[src/rtl/iadder_b16_6b_corrector.sv]
// Exact-recovery unit for the 16-bit segmented approximate adder (6-bit windows, stride 3).
// Latency: 2 + popcount(mispredicted segments) cycles from accept to out_valid (2..6), one op in flight.
// Backpressure: in_ready only in IDLE; the result is held in DONE until out_ready. IADDER_ERR_STATS_EN adds error counters.
module iadder_b16_6b_corrector #(
  parameter int CNT_W = 3
) (
  input  logic             clk,
  input  logic             rst,
  input  logic             in_valid,
  output logic             in_ready,
  input  logic [15:0]      A,
  input  logic [15:0]      B,
  output logic             out_valid,
  input  logic             out_ready,
  output logic [16:0]      SUM,
  output logic [16:0]      approx_sum,
  output logic [CNT_W-1:0] corr_cnt,
  output logic             err_seen
`ifdef IADDER_ERR_STATS_EN
  ,
  input  logic             stats_clr,
  output logic [15:0]      err_ops,
  output logic [15:0]      err_segs
`endif
);

  typedef enum logic [1:0] {
    S_IDLE,
    S_APPROX,
    S_CORRECT,
    S_DONE
  } state_t;

  // Bit positions owned by each speculated segment.
  localparam logic [16:0] SEG1_MASK = 17'h001C0;
  localparam logic [16:0] SEG2_MASK = 17'h00E00;
  localparam logic [16:0] SEG3_MASK = 17'h07000;
  localparam logic [16:0] SEG4_MASK = 17'h18000;

  state_t           r_state;
  state_t           w_state_nxt;
  logic [15:0]      r_a;
  logic [15:0]      r_b;
  logic [16:0]      r_sum;
  logic [16:0]      r_approx;
  logic [4:1]       r_err;
  logic             r_err_seen;
  logic [CNT_W-1:0] r_corr_cnt;
  logic             r_out_valid;

  logic [16:0]      w_exact;
  logic [16:0]      w_approx;
  logic [4:1]       w_pc;
  logic [4:1]       w_err;
  logic [3:0]       w_lo;
  logic [2:0]       w_hi;
  logic [1:0]       w_top;
  logic [4:1]       w_pick;
  logic [4:1]       w_err_left;
  logic [16:0]      w_mask;
  logic             w_out_hs;

  assign w_exact  = {1'b0, r_a} + {1'b0, r_b};
  assign w_out_hs = (r_state == S_DONE) && r_out_valid && out_ready;

  // Rebuild the approximate sum and flag every segment whose speculated carry-in was wrong.
  // A window's upper 3 bits equal the upper operand bits plus the carry out of its lower 3 bits,
  // so the predicted carry drives both the segment value and the error flag.
  always_comb begin
    w_approx      = '0;
    w_pc          = '0;
    w_err         = '0;
    w_lo          = '0;
    w_hi          = '0;
    w_top         = '0;
    w_approx[5:0] = r_a[5:0] + r_b[5:0];
    for (int k = 1; k <= 4; k++) begin
      w_lo     = {1'b0, r_a[3*k +: 3]} + {1'b0, r_b[3*k +: 3]} + {3'b000, r_a[3*k-3]};
      w_pc[k]  = (w_lo > 4'd7);
      // True carry into bit 3k+3 recovered from the exact sum bit.
      w_err[k] = w_pc[k] ^ (w_exact[3*k+3] ^ r_a[3*k+3] ^ r_b[3*k+3]);
    end
    for (int k = 1; k <= 3; k++) begin
      w_hi                  = r_a[3*k+3 +: 3] + r_b[3*k+3 +: 3] + {2'b00, w_pc[k]};
      w_approx[3*k+3 +: 3]  = w_hi;
    end
    w_top           = {1'b0, r_a[15]} + {1'b0, r_b[15]} + {1'b0, w_pc[4]};
    w_approx[16:15] = w_top;
  end

  // Pick the lowest outstanding error and the sum bits it owns.
  always_comb begin
    w_pick     = r_err & (~r_err + 4'd1);
    w_err_left = r_err & ~w_pick;
    w_mask     = ({17{w_pick[1]}} & SEG1_MASK) |
                 ({17{w_pick[2]}} & SEG2_MASK) |
                 ({17{w_pick[3]}} & SEG3_MASK) |
                 ({17{w_pick[4]}} & SEG4_MASK);
  end

  // State register.
  always_ff @(posedge clk or negedge rst) begin
    if (!rst) begin
      r_state <= S_IDLE;
    end else begin
      r_state <= w_state_nxt;
    end
  end

  // Next-state: one approximation cycle, one cycle per repair, then hold until consumed.
  always_comb begin
    w_state_nxt = r_state;
    case (r_state)
      S_IDLE:    if (in_valid) w_state_nxt = S_APPROX;
      S_APPROX:  w_state_nxt = (|w_err) ? S_CORRECT : S_DONE;
      S_CORRECT: if (w_err_left == 4'd0) w_state_nxt = S_DONE;
      S_DONE:    if (w_out_hs) w_state_nxt = S_IDLE;
      default:   w_state_nxt = S_IDLE;
    endcase
  end

  // Datapath: latch operands, capture the approximation, repair one segment per cycle.
  // out_valid is registered off DONE, so the result appears one cycle after the last repair.
  always_ff @(posedge clk or negedge rst) begin
    if (!rst) begin
      r_a         <= '0;
      r_b         <= '0;
      r_sum       <= '0;
      r_approx    <= '0;
      r_err       <= '0;
      r_err_seen  <= 1'b0;
      r_corr_cnt  <= '0;
      r_out_valid <= 1'b0;
    end else begin
      case (r_state)
        S_IDLE: begin
          if (in_valid) begin
            r_a <= A;
            r_b <= B;
          end
        end
        S_APPROX: begin
          r_approx   <= w_approx;
          r_sum      <= w_approx;
          r_err      <= w_err;
          r_err_seen <= |w_err;
          r_corr_cnt <= '0;
        end
        S_CORRECT: begin
          if (r_err != 4'd0) begin
            r_sum      <= (r_sum & ~w_mask) | (w_exact & w_mask);
            r_err      <= w_err_left;
            r_corr_cnt <= r_corr_cnt + CNT_W'(1);
          end
        end
        S_DONE: begin
          if (!r_out_valid) begin
            r_out_valid <= 1'b1;
          end else if (out_ready) begin
            r_out_valid <= 1'b0;
          end
        end
        default: r_out_valid <= 1'b0;
      endcase
    end
  end

  assign in_ready   = (r_state == S_IDLE);
  assign out_valid  = r_out_valid;
  assign SUM        = r_sum;
  assign approx_sum = r_approx;
  assign corr_cnt   = r_corr_cnt;
  assign err_seen   = r_err_seen;

`ifdef IADDER_ERR_STATS_EN
  logic [15:0] r_err_ops;
  logic [15:0] r_err_segs;
  logic [16:0] w_segs_sum;

  assign w_segs_sum = {1'b0, r_err_segs} + 17'(r_corr_cnt);

  // Saturating statistics updated on the output handshake; a clear request wins.
  always_ff @(posedge clk or negedge rst) begin
    if (!rst) begin
      r_err_ops  <= '0;
      r_err_segs <= '0;
    end else if (stats_clr) begin
      r_err_ops  <= '0;
      r_err_segs <= '0;
    end else if (w_out_hs) begin
      if (r_err_seen && (r_err_ops != 16'hFFFF)) begin
        r_err_ops <= r_err_ops + 16'd1;
      end
      r_err_segs <= w_segs_sum[16] ? 16'hFFFF : w_segs_sum[15:0];
    end
  end

  assign err_ops  = r_err_ops;
  assign err_segs = r_err_segs;
`endif

endmodule

[config.mk]
export PLATFORM = sky130hd
export DESIGN_NAME = iadder_b16_6b_corrector
export DESIGN_NICKNAME = d
export VERILOG_FILES = /design/src/rtl/iadder_b16_6b_corrector.sv
export SDC_FILE = /design/constraint.sdc
export NUM_CORES = 1
export LEC_CHECK = 0
export CORE_ASPECT_RATIO = 1.75
export CORE_MARGIN = 2
export CORE_UTILIZATION = 58
export DETAILED_ROUTE_END_ITERATION = 8
export PLACE_DENSITY = 0.86
export RECOVER_POWER = 100
export SLEW_MARGIN = 10
export SYNTH_ARGS = -nofsm -noshare
export SYNTH_HDL_FRONTEND = slang
export SYNTH_SLANG_ARGS = --single-unit
[constraint.sdc]
create_clock -name clk -period 4.6 [get_ports clk]
set_input_delay 1.38 -clock clk [delete_from_list [all_inputs] [get_ports clk]]
set_output_delay 1.38 -clock clk [all_outputs]
set_load 0.02 [all_outputs]
==> results.toml <==
[outcome]
status = "complete, but fails checks"
violations = "capacitance limit, slew limit"

[cts]
post-cts-setup-buffer-count = 0
clock_latency_ps = 340
htree_levels = 3
ctsHoldBuffers = 0
cts_buffers = 9
cts.clk_slew.worst_paths_ps = 60
cts_tree = "built"
cts_max_path_buffers = 2
clockRootBuffer = "clkbuf_16"
clock_sinks = 77
cts_resized = 0

[synthesis]
yosysUniqueCellTypes = 60
ys_ff_latch = 77
async_flop_share = 1.00
synth_area_leader_cell = "dfrtp_1"
synthTopCellsByArea = "dfrtp_1 (43%), mux2_2 (11%), ha_1 (5.9%)"
synth_edf_count = 0
synth_ff_type = "dfrtp_1"
synth_top_area_share = 0.434
synthesis.nets = 479
ys_seq_area_frac = 0.434
syn_avg_cell_area_um2 = 10.7
synth_cells = 414
yosys_warnings = 0
syn_area_um2 = 4440

[floorplan]
die_y_um = 120
fp.dieW_um = 70.1
start_util = 0.591
ioPinCount = 76
dieArea_um2 = 8400
rows = 42
fp.coreArea_um2 = 7510

[grt]
grt_max_degree = 78
grt_pass1_wl_mm = 15.9
grt_usage = 0.240
grt_antenna_before_repair = 0
grt_pass1_vias = 3364
grt-ovfl-total = 0

[routing]
drc_errors = 0
dr.pass1.iters = 4
totalWireLength_mm = 9.49
post_drt_wl_per_cell_um = 16.5
routed_via_density = 5.81
drtIter0Drc = 236
vias = 3336
antenna_left = 0

[timing]
setup_tns_ps = 0
worstMarginPinSlew_ps = 1860
maxSlewViolCount = 111
hold_viol = 0
fmax_mhz = 284
setup_viol = 0
grt_setup_unrepaired = "no"
fin_crit_ps = 3520
timing.final.ws_setup_ps = 1080
finalCritPeriodShare = 0.766
relSlewSlack = -0.241
fin_skew_ps = 4.67

[cells_and_area]
antenna_cells = 0
syn_to_final_growth_pct = 23.9
layout-drive-gt1-share = 0.136
fillers = 553
layout.nets = 546

[critical_path]
worst-path-buf-inv = 2
cp_cell_sequence = "dlygate4sd3_1 -> nand2_1 -> clkbuf_1 -> mux2_2"
critical_path.top_delay_family = "buffers and inverters"
startpoint_type = "primary input"
slowest_stage = "clkbuf_1"
cp_max_fo = 32
critPathCaptureType = "register"
cp_data_required_time_ps = 4820
worst_ep_arrival_time_ps = 3750
critical_path_class = "in -> reg"
crit_path_max_incr_delay_ps = 1240

[placed_design]
globalplace.congestion = 0.886
post-place-ws_ps = 1780
hpwl_mm = 6.90
io_buffers = 75

[job]
max_cap_violations = 2

[hold_path]
hold_class = "reg -> reg"
==> cells by family (layout without fill, tap and decap cells) <==
logic type | count (synthesis) | in the layout | synth area share
AOI/OAI and AO/OA | 94 | 94 | 0.147
xor gates and xnor gates | 26 | 26 | 0.0513
adders and majority gates | 30 | 30 | 0.0975
buffers and inverters | 41 | 113 | 0.0386
DFF | 77 | 77 | 0.434
muxes | 48 | 48 | 0.120
and+or+nand+nor | 98 | 98 | 0.111
==> routing by layer <==
metal | GRT usage | wire (um) | vias up
met3 | 0.0605 | 310 | 23
met1 | 0.292 | 3930 | 1619
met2 | 0.403 | 5000 | 88
met5 | 0 | 0 | -
li1 | - | - | 1606
met4 | 0.101 | 257 | 0
==> worst register-to-register path, cell delays in order (launching register included) <==
cell and delay (ps):
dfrtp_1 430, ha_1 470, a21oi_4 200, o21ai_2 90, or3_1 390, o22a_1 230
o311ai_0 580, xnor2_1 230, nand4b_1 200, a22oi_1 200
==> cell usage after synthesis, types with 5 or more instances <==
library cell,count
nor2_1,23
nor2b_1,6
xor2_1,7
ha_1,21
nand3_1,7
mux2i_1,5
nand2b_1,7
nor3_1,10
clkbuf_1,14
a21oi_1,24
xnor2_1,19
inv_1,19
dfrtp_1,77
fa_1,8
a21o_1,7
a31oi_1,6
mux2_2,43
o21ai_0,20
nand2_1,24
==> final cells by class <==
type	instances	area, um^2	share of cell area
Multi-Input combinational cell	296	2300	0.419
Sequential cell	77	1930	0.350
Timing Repair Buffer	78	761	0.138
Clock buffer	12	256	0.0466
Tap cell	88	110	0.0200
Inverter	19	71.3	0.0130
Clock inverter	4	70.1	0.0127
==> layout by cell type, fill, tap and decap left out, types with 4 or more instances in the layout <==
cell type	instances
a21o_1	7
a21oi_1	25
a22o_1	4
a31oi_1	6
clkbuf_16	9
clkdlybuf4s50_1	32
dfrtp_1	77
dlygate4sd3_1	42
fa_1	8
ha_1	21
inv_1	19
mux2_2	43
mux2i_1	5
nand2_1	24
nand2b_1	7
nand3_1	7
nor2_1	23
nor2b_1	6
nor3_1	10
o21ai_0	20
or3_1	4
xnor2_1	19
xor2_1	7
==> metrics by stage <==
| step | instances | hold slack, ps | area [um^2] | utilization |
|---|---|---|---|---|
| after floorplan | 414 | 484 | 4440 | - |
| after global placement | 558 | 464 | 5220 | 0.695 |
| after detailed placement | 558 | 467 | 5220 | 0.695 |
| after CTS | 574 | 479 | 5550 | 0.738 |
| after global routing | 574 | 492 | 5500 | 0.732 |
| final | 574 | 469 | 5500 | 0.732 |
==> path summary, 6_finish.rpt <==
kind                                           start                endpoint  slack (ps)  depth (start not counted)
worst max register to register   r_a[12]$_DFFE_PN0P_  r_state[0]$_DFFE_PN0P_        1520                          9
max in group asynchronous                        rst      SUM[4]$_DFFE_PN0P_        1970                          1
worst max-delay path                        in_valid      r_b[3]$_DFFE_PN0P_        1080                          4
worst min register to register  err_seen$_DFFE_PN0P_    err_seen$_DFFE_PN0P_         470                          1
worst min-delay path            err_seen$_DFFE_PN0P_    err_seen$_DFFE_PN0P_         470                          1
min in group asynchronous                        rst     r_a[14]$_DFFE_PN0P_        1550                          1
Power is not shown: default switching activity piles up to over one toggle a cycle in this logic, so the estimate is an artifact.
